===== src/rtl/fixedpoint_divider.sv =====
// Sequential signed fixed-point divider: restoring shift-subtract,
// one quotient bit per clock, saturated Q(WIO.WFO) result.
module fixedpoint_divider #(
    parameter int WI1 = 4,
    parameter int WF1 = 5,
    parameter int WI2 = 3,
    parameter int WF2 = 3,
    parameter int WIO = 7,
    parameter int WFO = 8
) (
    input  logic                        clk,
    input  logic                        rst,
    input  logic                        start,
    input  logic signed [WI1+WF1-1:0]   data_in1,
    input  logic signed [WI2+WF2-1:0]   data_in2,
    output logic                        busy,
    output logic                        done,
    output logic signed [WIO+WFO-1:0]   data_out,
    output logic                        overflow,
    output logic                        div_by_zero
);

    localparam int N1   = WI1 + WF1;
    localparam int N2   = WI2 + WF2;
    localparam int NO   = WIO + WFO;
    localparam int SH   = WFO + WF2 - WF1;
    localparam int QW   = N1 + 1 + SH;
    localparam int CW   = QW + NO + 1;
    localparam int CNTW = $clog2(QW + 1);

    localparam logic [CW-1:0] MAXP = (CW'(1) << (NO - 1)) - CW'(1);
    localparam logic [CW-1:0] MINM = MAXP + CW'(1);
    localparam logic [NO-1:0] OMAX = {1'b0, {(NO-1){1'b1}}};
    localparam logic [NO-1:0] OMIN = {1'b1, {(NO-1){1'b0}}};

    if (WFO + WF2 < WF1) begin : g_bad_fmt
        $error("fixedpoint_divider: WFO+WF2 must be >= WF1");
    end

    typedef enum logic [1:0] {IDLE, CALC, DONE} state_t;

    state_t          state, state_nx;
    logic            sign_q, neg1_q, zero_q;
    logic [N2:0]     magb_q, rem_q, rem_nx;
    logic [QW-1:0]   d_q, quo_q, quo_nx;
    logic [CNTW-1:0] cnt_q;

    logic [N1:0]     mag_a;
    logic [N2:0]     mag_b;
    logic [N2+1:0]   rem_sh;
    logic            ge;
    logic [CW-1:0]   q_ext;
    logic [NO-1:0]   res;
    logic            res_ovf;
    logic            accept;

    // Magnitudes carry one extra bit so the most-negative operand is exact
    assign mag_a = data_in1[N1-1] ? -{data_in1[N1-1], data_in1}
                                  :  {data_in1[N1-1], data_in1};
    assign mag_b = data_in2[N2-1] ? -{data_in2[N2-1], data_in2}
                                  :  {data_in2[N2-1], data_in2};

    assign accept = (state == IDLE) && start;
    assign busy   = (state != IDLE);
    assign done   = (state == DONE);

    always_comb begin
        state_nx = state;
        case (state)
            IDLE:    if (start) state_nx = CALC;
            CALC:    if (cnt_q == CNTW'(1)) state_nx = DONE;
            DONE:    state_nx = IDLE;
            default: state_nx = IDLE;
        endcase
    end

    always_comb begin
        rem_sh = {rem_q, d_q[QW-1]};
        ge     = rem_sh >= {1'b0, magb_q};
        rem_nx = (N2+1)'(ge ? rem_sh - {1'b0, magb_q} : rem_sh);
        quo_nx = QW'({quo_q, ge});
        q_ext  = CW'(quo_nx);
    end

    // Saturate on the final magnitude; sign is applied afterwards
    always_comb begin
        res     = '0;
        res_ovf = 1'b0;
        if (!sign_q && q_ext > MAXP) begin
            res     = OMAX;
            res_ovf = 1'b1;
        end else if (sign_q && q_ext > MINM) begin
            res     = OMIN;
            res_ovf = 1'b1;
        end else if (sign_q) begin
            res = -q_ext[NO-1:0];
        end else begin
            res = q_ext[NO-1:0];
        end
    end

    always_ff @(posedge clk) begin
        if (rst) begin
            state       <= IDLE;
            sign_q      <= 1'b0;
            neg1_q      <= 1'b0;
            zero_q      <= 1'b0;
            magb_q      <= '0;
            rem_q       <= '0;
            d_q         <= '0;
            quo_q       <= '0;
            cnt_q       <= '0;
            data_out    <= '0;
            overflow    <= 1'b0;
            div_by_zero <= 1'b0;
        end else begin
            state <= state_nx;
            if (accept) begin
                sign_q <= data_in1[N1-1] ^ data_in2[N2-1];
                neg1_q <= data_in1[N1-1];
                zero_q <= (mag_b == '0);
                magb_q <= mag_b;
                rem_q  <= '0;
                quo_q  <= '0;
                d_q    <= QW'(mag_a) << SH;
                cnt_q  <= CNTW'(QW);
            end else if (state == CALC) begin
                rem_q <= rem_nx;
                quo_q <= quo_nx;
                d_q   <= d_q << 1;
                cnt_q <= cnt_q - CNTW'(1);
                if (cnt_q == CNTW'(1)) begin
                    if (zero_q) begin
                        data_out    <= neg1_q ? OMIN : OMAX;
                        overflow    <= 1'b0;
                        div_by_zero <= 1'b1;
                    end else begin
                        data_out    <= res;
                        overflow    <= res_ovf;
                        div_by_zero <= 1'b0;
                    end
                end
            end
        end
    end

endmodule


===== config.mk =====
export PLATFORM = sky130hd
export DESIGN_NAME = fixedpoint_divider
export DESIGN_NICKNAME = d
export VERILOG_FILES = /design/src/rtl/fixedpoint_divider.sv
export SDC_FILE = /design/constraint.sdc
export NUM_CORES = 1
export LEC_CHECK = 0
export ABC_AREA = 1
export ABC_CLOCK_PERIOD_IN_PS = 2450
export CAP_MARGIN = 15
export CORE_ASPECT_RATIO = 0.8
export CORE_UTILIZATION = 50
export DETAILED_ROUTE_END_ITERATION = 10
export PLACE_DENSITY_LB_ADDON = 0.2
export SETUP_SLACK_MARGIN = 0.4
export SYNTH_ARGS = -nofsm -noshare
export SYNTH_HDL_FRONTEND = slang
export SYNTH_SLANG_ARGS = --single-unit

===== constraint.sdc =====
create_clock -name clk -period 2.45 [get_ports clk]
set_input_delay 0.735 -clock clk [delete_from_list [all_inputs] [get_ports clk]]
set_output_delay 0.735 -clock clk [all_outputs]
set_load 0.01 [all_outputs]

==> After elaboration in Yosys (flattened, before gate mapping) <==
Cells that the tools add are included.
{ "word_totals": {"regBits": 66, "inputBits": 18, "out_inout_bits": 19, "elab_cells": 58} }
{ "classes": {"add_sub_neg": 5, "n_lt_le_gt_ge": 3, "eq_ne": 5, "mux": 19, "bitwise": 2, "reduce_logical": 11} }
{ "op_table": {"columns": ["operator", "count"], "rows": [
  ["two-way mux 15 bit", 5],
  ["two-way mux 16 bit", 2],
  ["> comparator 16 x 14 -> 1 bit, second input constant", 1],
  ["> comparator 16 x 15 -> 1 bit, second input constant", 1],
  ["negator 15 bit", 1],
  ["two-way mux 7 bit", 2],
  ["two-way mux 10 bit", 1],
  ["two-way mux 5 bit", 2],
  ["negator 10 bit", 1],
  [">= comparator 8 x 7 -> 1 bit", 1],
  ["zero test 7 bit", 1],
  ["negator 7 bit", 1],
  ["subtractor 7 bit", 1],
  ["== test 5 x 1 -> 1 bit, second input constant", 1],
  ["subtractor 5 x 1 -> 5 bit, second input constant", 1],
  ["two-way mux 1 bit", 4],
  ["two-way mux 2 bit", 2],
  ["!= test 2 bit, second input constant", 2],
  ["one-hot mux 2 bit (2 select lines)", 1],
  ["nonzero test 2 bit", 2],
  ["logical AND 1 bit", 3],
  ["AND reduction 3 bit", 1],
  ["== test 2 x 1 -> 1 bit, second input constant", 1],
  ["== test 2 bit, second input constant", 1],
  ["other kinds (6)", 6]
]} }

==> Logic depth before layout (Yosys ltp) <==
Gate-level depths: netlist (run 1).
{ "logic_depth": {"depth_word": 6, "ltp_mapped": 20, "depth_no_buf": 20} }

==> Worst setup path before layout (run 1) <==
No wires, ideal clock.
{ "synth_path": {"path_type": "register to register", "start": "register d_q[15]", "end": "register data_out[12]", "setup_time_ns": 0.123, "t_arrival_ns": 2.257, "t_required_ns": 2.327, "setup_slack_ns": 0.070, "stages_incl_launch_ff": 21, "n_path_buf": 0, "period_less_slack_ns": 2.380, "cell_sequence": "dfxtp_1 inv_1 ha_1 fa_1 inv_1 nand2_1 nand2_4 nand2_4 nand2_4 nand2_4 nand2_4 inv_2 ha_1 nand3_1 nor2_1 nand2_1 nand2_1 nand3_1 nand2_1 o21ai_1 a21oi_1"} }
{ "synth_between": {"elab_chain_len": 6, "elab_cells_between_ends": 10, "cone_classes": "add/sub (1); order compare (3); mux (4); reduce/logical (2)"} }
{ "synth_lines": {"columns": ["item", "line", "source"], "rows": [
  ["start: declaration", "45", "logic [QW-1:0] d_q, quo_q, quo_nx;"],
  ["start signal: assignment", "125", "d_q <= QW'(mag_a) << SH;"],
  ["start signal: assignment", "130", "d_q <= d_q << 1;"],
  [">= comparator 8 x 7 -> 1 bit *", "79", "ge = rem_sh >= {1'b0, magb_q};"],
  ["negator 15 bit / > comparator 16 x 15 -> 1 bit (equally long branches)", "96, 92", null],
  ["two-way mux 15 bit / logical AND 1 bit (equally long branches)", "95, 92", null],
  ["two-way mux 15 bit", "92", "end else if (sign_q && q_ext > MINM) begin"],
  ["two-way mux 15 bit *", "89", "if (!sign_q && q_ext > MAXP) begin"],
  ["two-way mux 15 bit *", "133", "if (zero_q) begin"],
  ["end signal: assignment", "134", "data_out <= neg1_q ? OMIN : OMAX;"],
  ["end signal: assignment", "138", "data_out <= res;"],
  ["end: declaration", "18", "output logic signed [WIO+WFO-1:0] data_out,"]
]} }
Every way passes the cells marked *; elsewhere a longest branch is shown, timed or not.
A chain may end at the register's enable or synchronous reset.

==> Final worst setup path (run 1) <==
{ "layout_path": {"start": "register d_q[15]", "end": "register data_out[4]"} }
Same word-level chain as after synthesis.

==> flow_metrics.tcl, run 1 <==
set metrics [dict create \
    peakVddDrop_mv 0.5584 \
    antenna_found_initial 0 \
    seq_area_frac_synth_pct 34.85 \
    critPathKind "flip-flop to flip-flop" \
    crit_fanout 4 \
    finalHoldViolations 0 \
    cts-buffers-inserted 9 \
    ys_async_sr_fraction_pct 0 \
    maxCapViolCount 0 \
    finalCritPeriodShare_pct 94.92 \
    crit_path_start_kind "flip-flop" \
    drive_above_1_share_pct 20.88 \
    grt_max_degree 30 \
    grt_usage_pct 24.63 \
    cts_buffer_depth 2 \
    seq_power_share_pct 34.6 \
    synth.distinct_cells 47 \
    end_kind "flip-flop" \
    min_delay_path_depth 2 \
    period_minus_slack_ns 2.326 \
    yosys_warnings 0 \
    hp-class "flip-flop to flip-flop" \
    cp_data_arrival_time_ns 2.56 \
    fin_cells 684 \
    rsz0062_at_grt "true" \
    nets 620 \
    viasPerCell 5.304 \
    gp_congestion 0.9607 \
    grt_pass1_wl_um 15300 \
    reg2reg_from "d_q[15]" \
    pwr-share-clk_pct 30.7 \
    num_vias 3628 \
    ant_nets 0 \
    power.internal_mw 2.229 \
    pwr_density_cell_nw_per_um2 712.0 \
    timing.setup.tns_ns 0 \
    drc 0 \
    numPortBuffers 36 \
    clkLatencyLatePin_ns 0.35 \
    rr_endpoint "data_out[4]" \
    status "completed" \
    slew_headroom_pct 54.89 \
    cts-root-buf "clkbuf_8" \
    p_sw_mw 1.193 \
    critPathRequiredTime_ns 2.68 \
    whs_endpoint "magb_q[6]" \
    place_hpwl_um 6477 \
    rr_worst_depth 20 \
    syn_area_um2 3791 \
    tightest_slew_ns 0.6757 \
    p_sw_share_pct 34.87 \
    drt-initial-drc-count 276 \
    gr-total-overflow 0 \
    core.rowCount 28 \
    initial_utilization_pct 51.53 \
    max_freq_mhz 430.0 \
    crit_start "d_q[15]" \
    grt_pass1_vias 3200 \
    hp-start "magb_q[6]" \
    io_pins 37 \
    syn_inst 538 \
    clkSinkCount 66 \
    syn_area_per_cell_um2 7.047 \
    core-area_um2 7357 \
    ys.flop_type "dfxtp_1" \
    total_power_mw 3.422 \
    die_h_um 79.89 \
    post-place-cells 654 \
    cts_tree "built" \
    synth_nets 569 \
    wire_per_inst_um 13.55 \
    diodes 0 \
    firstDrtPassIters 5 \
    chipWidth_um 99.36 \
    area_growth_pct 26.77 \
    die_area_um2 7937 \
    wl_um 9266 \
    p_leak_nw 2.004 \
    cts.clk_slew.worst_paths_ns 0.08 \
    cts_hold_buffers 0 \
    p_comb_share_pct 34.7 \
    synth_edf_count 0 \
    skew_ns 0.01170 \
    ys_ff_latch 66 \
    setup_violations 0 \
    htree_levels 3 \
    maxSlewViolCount 0 \
    r2r_slack_ns 0.12 \
]
==> timing repair <==
item,CTS,global route
pin swaps,12,11
endpoints found under the hold margin,0,0
endpoints found under the setup margin,18,20
resized for setup,17,22
setup buffers,9,4
cloned,1,0
==> per-stage QoR <==
step	hold WS (ns)	area (um2)	utilization (%)	worst slack, ns
2_1_floorplan	0.4220	3890	-	0.2923
5_1_grt	0.4737	4806	65.32	0.02338
3_5_place_dp	0.4373	4347	59.08	0.09837
6_report	0.4500	4806	65.32	0.1244
4_1_cts	0.4503	4702	63.91	0.1528
3_3_place_gp	0.4339	4347	59.08	0.08309
==> kinds of logic after synthesis <==
kind of cell / Yosys count / share of synthesized area (%)
adder cells (fa/ha/maj): 13 / 4.488
buffers and inverters: 93 / 10.07
AO/OA/AOI/OAI: 104 / 16.57
XOR/XNOR: 15 / 3.465
AND/OR/NAND/NOR: 247 / 30.56
flip-flops: 66 / 34.85
==> worst max-delay path by stage <==
stage	end
detailed placement	zero_q
global placement	zero_q
finish	data_out[4]
global route	data_out[4]
CTS	data_out[4]
floorplan	data_out[7]
==> state kept, by name, indices dropped and copies added, names as in the netlist <==
| signal | flops |
|---|---|
| div_by_zero | 1 |
| sign_q | 1 |
| quo_q | 15 |
| cnt_q | 5 |
| zero_q | 1 |
| overflow | 1 |
| rem_q | 7 |
| magb_q | 7 |
| state | 2 |
| d_q | 10 |
| neg1_q | 1 |
| data_out | 15 |
==> synth_stat cells, types with 2 or more instances <==
cell      count  area (um2)
buf_6         2       22.52
nand4_1       9       56.30
o22ai_1       4       25.02
nand3_4       2       35.03
a21oi_2      11       96.34
nor2_4        4       45.04
o21ai_1       6       30.03
xor2_1       13       113.9
or2_1         2       12.51
nand2_2       2       12.51
inv_2         6       22.52
nor4_1        2       12.51
buf_2        11       55.05
a21oi_1      42       210.2
o31ai_1       3       22.52
o211ai_1      4       30.03
xnor2_1       2       17.52
nor2_1       43       161.4
ha_1         12       150.1
o21ai_0      22       110.1
dfxtp_1      66        1321
nand3b_1      2       15.01
nand2_1     128       480.5
a31oi_1       5       31.28
clkbuf_1      6       22.52
nand2_4       5       56.30
inv_1        64       240.2
nand3_1      41       205.2
==> area by class of cell <==
class                   instances  area (um2)
fillers                       651        2551
flip-flops and latches         66        1329
repair inverters                1       7.507
clock buffers                  10       137.6
inverters                      73       281.5
clock inverters                 6       90.09
multi-input cells             379        2300
repair buffers                 59       548.0
well taps                      90       112.6
==> worst max-delay path, cell delays in order, from the launching register on <==
cell and delay [ns]:
dfxtp_2 0.33, inv_2 0.05, ha_4 0.15, fa_2 0.35, inv_2 0.06, nand2_2 0.06
nand2_4 0.07, nand2_4 0.05, nand2_4 0.05, nand2_4 0.05, nand2_4 0.09, inv_4 0.04
ha_4 0.16, nand3_4 0.07, nor2_4 0.04, nand2_2 0.07, nand3_2 0.07, nand2_2 0.14
clkinvlp_4 0.15, nand2_2 0.10, a31oi_1 0.06
==> metal layers <==
layer | wire length [um] | global-route usage [%] | vias to the layer above
met3 | 570 | 7.180 | 6
met4 | 44 | 4.853 | 0
met5 | 0 | 0 | -
met2 | 3926 | 36.25 | 108
met1 | 4724 | 35.46 | 1662
li1 | - | - | 1852
==> cells in the final DEF, fill, tap and decap left out, types with 3 or more instances in the layout <==
master / netlist / layout
clkinv_2: 1 / 3
o21ai_1: 6 / 8
o211ai_1: 4 / 4
xor2_1: 13 / 13
a21oi_1: 42 / 37
nor2_1: 43 / 42
dfxtp_1: 66 / 62
inv_1: 64 / 61
a31oi_1: 5 / 5
nand3_2: 1 / 9
nand4_1: 9 / 9
clkbuf_8: 0 / 10
dfxtp_2: 0 / 3
nand3_4: 2 / 3
nand2_2: 2 / 11
o21ai_0: 22 / 18
nor2_4: 4 / 5
nand3_1: 41 / 32
clkdlybuf4s50_1: 0 / 32
o22ai_1: 4 / 4
nand2_1: 128 / 118
inv_2: 6 / 8
ha_4: 0 / 6
a21oi_2: 11 / 16
nand2_4: 5 / 6
ha_1: 12 / 6
buf_4: 0 / 22
==> power by group through the flow <==
stage	logic [mW]	clock network, mW	registers (mW)
after detailed placement	1.03	0	1.21
after global routing	1.30	1.12	1.19
after global placement	1.02	0	1.21
after CTS	1.12	1.07	1.18
after floorplan	0.806	0	1.19
final	1.19	1.05	1.18
No activity file was read; power rests on OpenSTA's default activity.
==> run 2: changes to the inputs <==
Settings changed: CTS_BUF_LIST set to sky130_fd_sc_hd__clkbuf_4 sky130_fd_sc_hd__clkbuf_8.
==> results of run 2 <==
Same layout as run 1: the final DEF is identical, and so are final timing and power.
